`config.mk`:
```
export PLATFORM = sky130hd
export DESIGN_NAME = sign_mag_addsub_serial_flat
export DESIGN_NICKNAME = d
export VERILOG_FILES = /design/src/rtl/sign_mag_addsub_serial_pkg.sv /design/src/rtl/sign_mag_addsub_serial_if.sv /design/src/rtl/sign_mag_addsub_serial_digit_addsub.sv /design/src/rtl/sign_mag_addsub_serial.sv /design/src/flat_wrapper.sv
export SDC_FILE = /design/constraint.sdc
export NUM_CORES = 1
export LEC_CHECK = 0
export ABC_CLOCK_PERIOD_IN_PS = 4000
export BUFFER_PORTS_ARGS = -buffer_cell sky130_fd_sc_hd__buf_2
export CELL_PAD_IN_SITES_DETAIL_PLACEMENT = 1
export CELL_PAD_IN_SITES_GLOBAL_PLACEMENT = 1
export CORE_AREA = 2 2 91 93
export CTS_BUF_LIST = sky130_fd_sc_hd__clkbuf_16
export DETAILED_ROUTE_END_ITERATION = 10
export DIE_AREA = 0 0 93 95
export HOLD_SLACK_MARGIN = 0.08
export PLACE_DENSITY_LB_ADDON = 0.1
export SYNTH_ARGS = -nofsm -noshare
export SYNTH_HDL_FRONTEND = slang
export SYNTH_SLANG_ARGS = --single-unit
```
`constraint.sdc`:
```
create_clock -name clk -period 4 [get_ports clk]
set_input_delay 0.2 -clock clk [delete_from_list [all_inputs] [get_ports clk]]
set_output_delay 0.2 -clock clk [all_outputs]
set_load 0.01 [all_outputs]
```
`src/rtl/sign_mag_addsub_serial_pkg.sv`:
```
// sign_mag_pkg: shared state encoding and mode/sign constants for the serial sign-magnitude add/sub
package sign_mag_pkg;
    typedef enum logic [2:0] {IDLE, ADD, SUB, NEG, DONE} state_e;
    localparam logic MODE_SUB = 1'b0;
    localparam logic MODE_ADD = 1'b1;
    localparam logic SIGN_POS = 1'b0;
    localparam logic SIGN_NEG = 1'b1;
endpackage

```
`src/rtl/sign_mag_addsub_serial_if.sv`:
```
// sign_mag_addsub_serial_if: operand/result handshake bundle
// master drives in_valid/A/B/mode/out_ready; slave drives in_ready/out_valid/Result/overflow
interface sign_mag_addsub_serial_if #(parameter int MAG_W = 16);
    logic             in_valid;
    logic             in_ready;
    logic [MAG_W:0]   A;
    logic [MAG_W:0]   B;
    logic             mode;
    logic             out_valid;
    logic             out_ready;
    logic [MAG_W:0]   Result;
    logic             overflow;
    modport master (output in_valid, A, B, mode, out_ready, input in_ready, out_valid, Result, overflow);
    modport slave  (input in_valid, A, B, mode, out_ready, output in_ready, out_valid, Result, overflow);
endinterface

```
`src/rtl/sign_mag_addsub_serial_digit_addsub.sv`:
```
// digit_addsub: one DIGIT-wide add (sub_i=0) or subtract (sub_i=1) slice with carry/borrow
// x_i, y_i: digits; c_i: carry-in or borrow-in; r_o: result digit; c_o: carry-out or borrow-out
module digit_addsub #(parameter int DIGIT = 4) (
    input  logic [DIGIT-1:0] x_i,
    input  logic [DIGIT-1:0] y_i,
    input  logic             sub_i,
    input  logic             c_i,
    output logic [DIGIT-1:0] r_o,
    output logic             c_o
);
    logic [DIGIT:0] t;
    // on subtract the extra top bit goes to 1 exactly when the difference underflows
    assign t = sub_i ? {1'b0, x_i} - {1'b0, y_i} - {{DIGIT{1'b0}}, c_i}
                     : {1'b0, x_i} + {1'b0, y_i} + {{DIGIT{1'b0}}, c_i};
    assign {c_o, r_o} = t;
endmodule

```
`src/rtl/sign_mag_addsub_serial.sv`:
```
// sign_mag_addsub_serial: digit-serial sign-magnitude adder/subtractor with in-place negate pass
// clk: clock; rst_n: async active-low reset; bus: slave side of the operand/result handshake
module sign_mag_addsub_serial
    import sign_mag_pkg::*;
#(
    parameter int MAG_W = 16,
    parameter int DIGIT = 4
) (
    input logic                     clk,
    input logic                     rst_n,
    sign_mag_addsub_serial_if.slave bus
);
    localparam int N  = MAG_W / DIGIT;
    localparam int CW = N > 1 ? $clog2(N) : 1;

    if (MAG_W % DIGIT != 0) begin : g_chk
        $error("MAG_W must be a multiple of DIGIT");
    end

    state_e           state_q, state_d;
    logic [MAG_W-1:0] a_q, a_d, b_q, b_d, res_q, res_d;
    logic             sign_q, sign_d, ovf_q, ovf_d, c_q, c_d;
    logic [CW-1:0]    cnt_q, cnt_d;
    logic [DIGIT-1:0] dx, dy, dr;
    logic             dco, sa, sb, last;
    logic [MAG_W+DIGIT-1:0] shift;

    // NEG reuses the slice as 0 - digit, reading the low digit of the result being rotated
    assign dx = state_q == NEG ? '0 : a_q[DIGIT-1:0];
    assign dy = state_q == NEG ? res_q[DIGIT-1:0] : b_q[DIGIT-1:0];

    digit_addsub #(.DIGIT(DIGIT)) u_digit (
        .x_i(dx), .y_i(dy), .sub_i(state_q != ADD), .c_i(c_q), .r_o(dr), .c_o(dco)
    );

    // a negative zero operand behaves as positive zero
    assign sa    = bus.A[MAG_W] & |bus.A[MAG_W-1:0];
    assign sb    = bus.B[MAG_W] & |bus.B[MAG_W-1:0];
    assign last  = cnt_q == CW'(N - 1);
    assign shift = {dr, res_q};

    always_comb begin
        state_d = state_q;
        a_d     = a_q;
        b_d     = b_q;
        res_d   = res_q;
        sign_d  = sign_q;
        ovf_d   = ovf_q;
        cnt_d   = cnt_q;
        c_d     = c_q;
        case (state_q)
            IDLE: if (bus.in_valid) begin
                a_d     = bus.A[MAG_W-1:0];
                b_d     = bus.B[MAG_W-1:0];
                sign_d  = sa;
                res_d   = '0;
                ovf_d   = 1'b0;
                cnt_d   = '0;
                c_d     = 1'b0;
                state_d = (sa ^ sb ^ (bus.mode == MODE_SUB)) ? SUB : ADD;
            end
            ADD, SUB, NEG: begin
                // operands shift right one digit per cycle; result digits enter at the top
                a_d   = a_q >> DIGIT;
                b_d   = b_q >> DIGIT;
                res_d = shift[MAG_W+DIGIT-1:DIGIT];
                c_d   = dco;
                cnt_d = cnt_q + CW'(1);
                if (last) begin
                    cnt_d = '0;
                    c_d   = 1'b0;
                    if (state_q == SUB && dco) begin
                        sign_d  = ~sign_q;
                        state_d = NEG;
                    end else begin
                        ovf_d   = state_q == ADD && dco;
                        sign_d  = (res_d == '0 && !ovf_d) ? SIGN_POS : sign_q;
                        state_d = DONE;
                    end
                end
            end
            DONE: state_d = bus.out_ready ? IDLE : DONE;
            default: state_d = IDLE;
        endcase
    end

    always_ff @(posedge clk or negedge rst_n) begin
        if (!rst_n) begin
            state_q <= IDLE;
            a_q     <= '0;
            b_q     <= '0;
            res_q   <= '0;
            sign_q  <= SIGN_POS;
            ovf_q   <= 1'b0;
            cnt_q   <= '0;
            c_q     <= 1'b0;
        end else begin
            state_q <= state_d;
            a_q     <= a_d;
            b_q     <= b_d;
            res_q   <= res_d;
            sign_q  <= sign_d;
            ovf_q   <= ovf_d;
            cnt_q   <= cnt_d;
            c_q     <= c_d;
        end
    end

    assign bus.in_ready  = state_q == IDLE;
    assign bus.out_valid = state_q == DONE;
    assign bus.Result    = {sign_q, res_q};
    assign bus.overflow  = ovf_q;
endmodule

```
`src/flat_wrapper.sv`:
```
// flat-port wrapper written by rule: the top's interface ports become plain ports
module sign_mag_addsub_serial_flat import sign_mag_pkg::*;
#(
    parameter int MAG_W = 16,
    parameter int DIGIT = 4
)
  (clk, rst_n, bus_in_valid, bus_A, bus_B, bus_mode, bus_out_ready, bus_in_ready, bus_out_valid, bus_Result, bus_overflow);
  sign_mag_addsub_serial_if #(.MAG_W(MAG_W)) bus_i ();
  input logic clk;
  input logic rst_n;
  input wire logic [$bits(bus_i.in_valid)-1:0] bus_in_valid;
  input wire logic [$bits(bus_i.A)-1:0] bus_A;
  input wire logic [$bits(bus_i.B)-1:0] bus_B;
  input wire logic [$bits(bus_i.mode)-1:0] bus_mode;
  input wire logic [$bits(bus_i.out_ready)-1:0] bus_out_ready;
  output wire logic [$bits(bus_i.in_ready)-1:0] bus_in_ready;
  output wire logic [$bits(bus_i.out_valid)-1:0] bus_out_valid;
  output wire logic [$bits(bus_i.Result)-1:0] bus_Result;
  output wire logic [$bits(bus_i.overflow)-1:0] bus_overflow;
  assign bus_i.in_valid = bus_in_valid;
  assign bus_i.A = bus_A;
  assign bus_i.B = bus_B;
  assign bus_i.mode = bus_mode;
  assign bus_i.out_ready = bus_out_ready;
  assign bus_in_ready = bus_i.in_ready;
  assign bus_out_valid = bus_i.out_valid;
  assign bus_Result = bus_i.Result;
  assign bus_overflow = bus_i.overflow;
  sign_mag_addsub_serial #(.MAG_W(MAG_W), .DIGIT(DIGIT)) u_core (.clk(clk), .rst_n(rst_n), .bus(bus_i));
endmodule
```
# Word level (Yosys, flattened, before mapping)
# Index checks and enable logic that the tools add are counted.
# totals
ff_bits	56
out_inout_bits	20
word_cells	72
# op_classes
n_addsub	5
eq_ne	10
mux	29
bitwise_logic	6
reduce_logical	14
# op_table
op	n
16-bit one-hot mux with 2 select lines	3
16-bit two-way mux	3
16-bit OR reduction	2
16-bit logical NOT	1
3-bit two-way mux	4
3-bit one-hot mux with 3 select lines	1
1-bit two-way mux	8
4-bit two-way mux	2
4-bit AND reduction	2
3-bit by 2-bit equality test with 1-bit output (second input constant)	2
2-bit two-way mux	3
3-bit by 1-bit != test with 1-bit output (second input constant)	2
1-bit one-hot mux with 2 select lines	3
4-bit by 4-bit adder with 5-bit output	1
5-bit by 1-bit adder with 5-bit output	1
5-bit two-way mux	1
4-bit by 4-bit subtractor with 5-bit output	1
5-bit by 1-bit subtractor with 5-bit output	1
2-bit != test (second input constant)	2
2-bit one-hot mux with 2 select lines	1
2-bit AND reduction	2
3-bit by 1-bit equality test with 1-bit output (second input constant)	1
3-bit equality test (second input constant)	1
1-bit logical AND	3
other kinds (10)	13

# Longest topological paths before layout
# depth
depth_word	12
ltp_mapped	15
depth_no_buf	14

# Cells and area by module
# Synthesis repeated with hierarchy kept, for this count alone.
# hier_totals
cells_unflattened	306
hier_area_um2	2959.1
# modules_own_cells
module	n_inst	cells_each	area_each_um2
sign_mag_addsub_serial	1	265	2615.0
digit_addsub	1	41	344.1

# Least setup slack after synthesis
# OpenSTA, ideal clock, no wires.
# synth_path
kind	reg2reg
from	register u_core.state_q[0]
to	register u_core.ovf_q (netlist: u_core.bus.overflow)
arrival_time_ps	2860
required_time_ps	3875
path_slack_ps	1015
stages_incl_launch_ff	13
path_buffers	2
period_less_slack_ps	2985
cell_sequence	dfrtp_1 > buf_4 > nand3b_1 > clkbuf_1 > mux2_2 > ha_1 > inv_1 > ha_1 > a21oi_1 > xnor2_1 > nor4b_1 > nor2_1 > mux2_2
# synth_between
elab_chain_cells	9
# synth_rtl
item	line	rtl
start: declaration	sign_mag_addsub_serial.sv:20	state_e state_q, state_d;
start signal: assignment	sign_mag_addsub_serial.sv:98	state_q <= state_d;
3-bit by 2-bit equality test with 1-bit output	sign_mag_addsub_serial.sv:29, sign_mag_addsub_serial.sv:30, sign_mag_addsub_serial.sv:51	
4-bit two-way mux, on equally long branches	sign_mag_addsub_serial.sv:29, sign_mag_addsub_serial.sv:30	
4-bit by 4-bit adder with 5-bit output / 4-bit by 4-bit subtractor with 5-bit output (equally long branches)	sign_mag_addsub_serial_digit_addsub.sv:14, sign_mag_addsub_serial_digit_addsub.sv:13	
5-bit by 1-bit adder with 5-bit output / 5-bit by 1-bit subtractor with 5-bit output (equally long branches)	sign_mag_addsub_serial_digit_addsub.sv:14, sign_mag_addsub_serial_digit_addsub.sv:13	
5-bit two-way mux	sign_mag_addsub_serial_digit_addsub.sv:13	assign t = sub_i ? {1'b0, x_i} - {1'b0, y_i} - {{DIGIT{1'b0}}, c_i}
1-bit logical AND	sign_mag_addsub_serial.sv:76	ovf_d = state_q == ADD && dco;
1-bit two-way mux	sign_mag_addsub_serial.sv:72	if (state_q == SUB && dco) begin
1-bit two-way mux	sign_mag_addsub_serial.sv:69	if (last) begin
1-bit one-hot mux with 2 select lines	sign_mag_addsub_serial.sv:51	case (state_q)
end signal: assignment	sign_mag_addsub_serial.sv:103	ovf_q <= ovf_d;
end: declaration	sign_mag_addsub_serial.sv:22	logic sign_q, sign_d, ovf_q, ovf_d, c_q, c_d;
# Several ways; a longest one is shown, not always the timed one. The select of a mux whose other input is x is not followed.
# A chain may end at the register's enable or synchronous reset.

# Worst setup path after layout
# layout_path
from	register u_core.state_q[2]
to	register u_core.ovf_q (netlist: u_core.bus.overflow)
# The elaborated chain is that of the path after synthesis.

==> impl_results.md <==
- Core area: just under 8000 um2
- Synthesized instance count: ~370
- Number of synthesized register bits: 56
- Worst hold path type: in2reg
- Status: completed
- Die Width: between 90 and 100 um
- Die area: between 8000 and 9000 um2
- Unrepaired setup endpoints after global routing: no
- N_diodes: 0
- Final min period: around 3500 ps
- Dpl hpwl: 6.04 mm
- Synth Net Count: roughly 420
- Total power: 3.42 mW
- Post-synthesis sequential area ratio: 0.458
- Clock Path Buffers: 2
- Final ANT Viol Nets: 0
- R2R depth: 14
- First-pass GRT wire length: between 10 and 15 mm
- Htree depth: 2
- Max-Cap Viols: 0
- Site row count: 33
- Starting DRT DRC Count: 67
- Num CTS Buffers: 5
- CTS clock-pin slew for the worst setup and hold paths: ~70 ps
- Slowest CP cell: nand3b_1
- Clk Latency, worst-skew pair: about 290 ps
- Met1 Use GR: 0.271
- Synth top area cells: dfrtp_1 (46%), nand2_1 (13%), a31oi_1 (4.9%)
- Synth cell types: 42
- Fmax: approximately 280 MHz
- Reg-to-Reg Start: u_core.state_q[2]
- GRT Resource Usage Total: 0.205
- Synth Area in XOR/XNOR: 0.0172
- Main synth FF type: dfrtp_1
- Power Density: roughly 960 nW/um2
- Vias in the first global route: 2,843
- Syn Std Cell Area: between 3000 and 4000 um2
- Final setup vio count: 0
- CP bufs+invs: 1
- Final core occ: 0.450
- CTS resizes: 0
- Critical path class: reg2reg
- Avg Synthesized Cell Area: roughly 8.4 um2
- DRC: 0
- Nets: 462
- Worst Path Arrival: roughly 3700 ps
- Tcrit/Tclk final: 0.878
- CP delay by family, top: simple AND/OR/NAND/NOR gates
- Synth area leader: dfrtp_1
- Simple-gate share of the synthesized area: 0.282
- Worst-path fanout max: 13
- DR vias/cell: 5.17
- Stages on worst setup path: 14
- Setup TNS: 0 ps
- Main combinational cell family by area after synthesis: simple AND/OR/NAND/NOR gates
- Slew HR: 0.556
- Leakage power: between 1.5 and 2 nW
- GR Layer Usage met3: 0.0359
- Worst path cell trace: nand3b_1, nor2_1, a21oi_1, xnor2_1, ha_1, or2_2, inv_1, fa_1, nand2b_1, a21oi_1, xnor2_1, nor4b_1, nor2_1, mux2_2
- Peak VDD IR: 0.000300 V
- Register-to-register setup slack: slightly below 500 ps
- Area Overhead vs Synth: 16.6%
- Top cell type's share of synthesized area: 0.458
- Fillers: about 1,000
- GR Overflow Total: 0
- DR pass1 iterations: 6
- Min-Delay Path Depth: 2
- CP Launch Type: register
- Commonest non-fill, non-tap cells in the layout: nand2_1 (102), buf_2 (58), dfrtp_1 (56)
- Mux cell area share after synthesis: 0.0213
- Total wire length: 8.30 mm
- CTS tree: yes
- Most Used Layer, Global Route: met2
- Yosys warns: 0
- Largest net degree at the start of global routing: 45
- Post-synth EDFFs: 0
- Initial antenna violation count: 0
- RD Place Congestion: between 0.8 and 0.9
- RR Endpoint: u_core.bus.overflow
- Compound-Gate Fraction of Synth Area: 0.113
- Root buf cell: clkbuf_16
- Vias: ~2,700
- IO buf count: between 50 and 60
- Adder-Cell Fraction of Synth Area: 0.0540
- Worst Max-Slew Pin Slew: 666 ps
- FFs w/ async S/R, synth: 1.00
- Fin. max-slew vios: 0
- CP max stage delay: around 510 ps
- Worst Min Path Start: bus_out_ready
- Ports: a little under 60
- Met2 GRT Util: 0.354
- Most common cell after layout, fill and taps aside: nand2_1
- Final hold vios: 0
- Clock skew: roughly 3.0 ps
- WL/cell: between 15 and 20 um
- Initial core utilization: 0.386
- Clock sinks: 56
- WP data required: between 4000 and 5000 ps
- Hold Path Sink: u_core.state_q[2]
- Crit end category: register
- Layout cells sized above 1: 0.192
- Die height: ~95 um
-- area by class of cell --
type                       instances  area, um2  share of cell area
multi-input combinational        272       1490               0.417
clock inverter                     3       38.8              0.0109
timing repair buffer              64        338              0.0946
inverter                          12       45.0              0.0126
tap                              105        131              0.0368
clock buffer                       5        125              0.0351
sequential                        56       1400               0.393
-- per-stage QoR --
step,hold slack [ps],cells,cell area (um2),setup WS (ps)
2_1_floorplan,-95.6,365,3060,1020
3_3_place_gp,265,508,3400,605
3_5_place_dp,260,508,3400,488
4_1_cts,108,517,3570,486
5_1_grt,105,517,3570,143
6_report,111,517,3570,487
-- repair_timing --
item,in CTS,in global routing
hold endpoints to repair,26,0
setup buffers,0,0
hold buffers,1,0
-- routing by layer --
layer | part of all wire | vias up
li1 | - | 1335
met4 | 0.0086 | 0
met2 | 0.50 | 42
met5 | 0 | -
met3 | 0.029 | 5
met1 | 0.46 | 1290
-- power breakdown --
group	switching, mW	total, mW	internal (mW)
Combinational	1.12	1.86	0.736
Clock	0.199	0.491	0.292
Sequential	0.223	1.07	0.849
Total	1.54	3.42	1.88
-- flip-flops by register name, indices dropped and copies added (netlist names) --
signal and cells:
u_core.b_q 16, u_core.cnt_q 2, u_core.c_q 1, u_core.state_q 3
u_core.sign_q 1, u_core.bus.overflow 1, u_core.res_q 16, u_core.a_q 16
-- cell usage after synthesis (4+ instances only) --
cell type	n
clkbuf_1	14
a31oi_1	24
nor2_1	32
o21ai_0	7
dfrtp_1	56
inv_1	12
a21oi_1	8
ha_1	10
mux2_2	4
nand3_1	27
o31ai_1	4
buf_2	6
nor4_1	11
xnor2_1	4
nand2_1	102
-- cell families after synthesis --
family / after synthesis
fa+ha+maj: 12
xor+xnor: 6
buf+inv: 37
flops: 56
compound gates: 54
simple gates: 194
mux: 6
-- worst register-to-register path, delay by kind of cell, from the launching register on --
kind / cells / cell delay [ps]
AND/OR/NAND/NOR: 6 / 1600
flip-flops: 1 / 500
XOR/XNOR: 2 / 310
adder cells (fa/ha/maj): 2 / 360
buffers and inverters: 1 / 80
AO/OA/AOI/OAI: 2 / 270
multiplexers: 1 / 280
-- worst max path at each step --
stage	slack, ps	from	to
after floorplan	1020	u_core.state_q[0]	u_core.bus.overflow
after global placement	610	u_core.state_q[2]	u_core.bus.overflow
after detailed placement	490	u_core.state_q[2]	u_core.bus.overflow
after CTS	490	u_core.state_q[2]	u_core.bus.overflow
after global routing	140	u_core.state_q[2]	u_core.bus.overflow
final	490	u_core.state_q[2]	u_core.bus.overflow
Power figures use the tool's default switching activity.
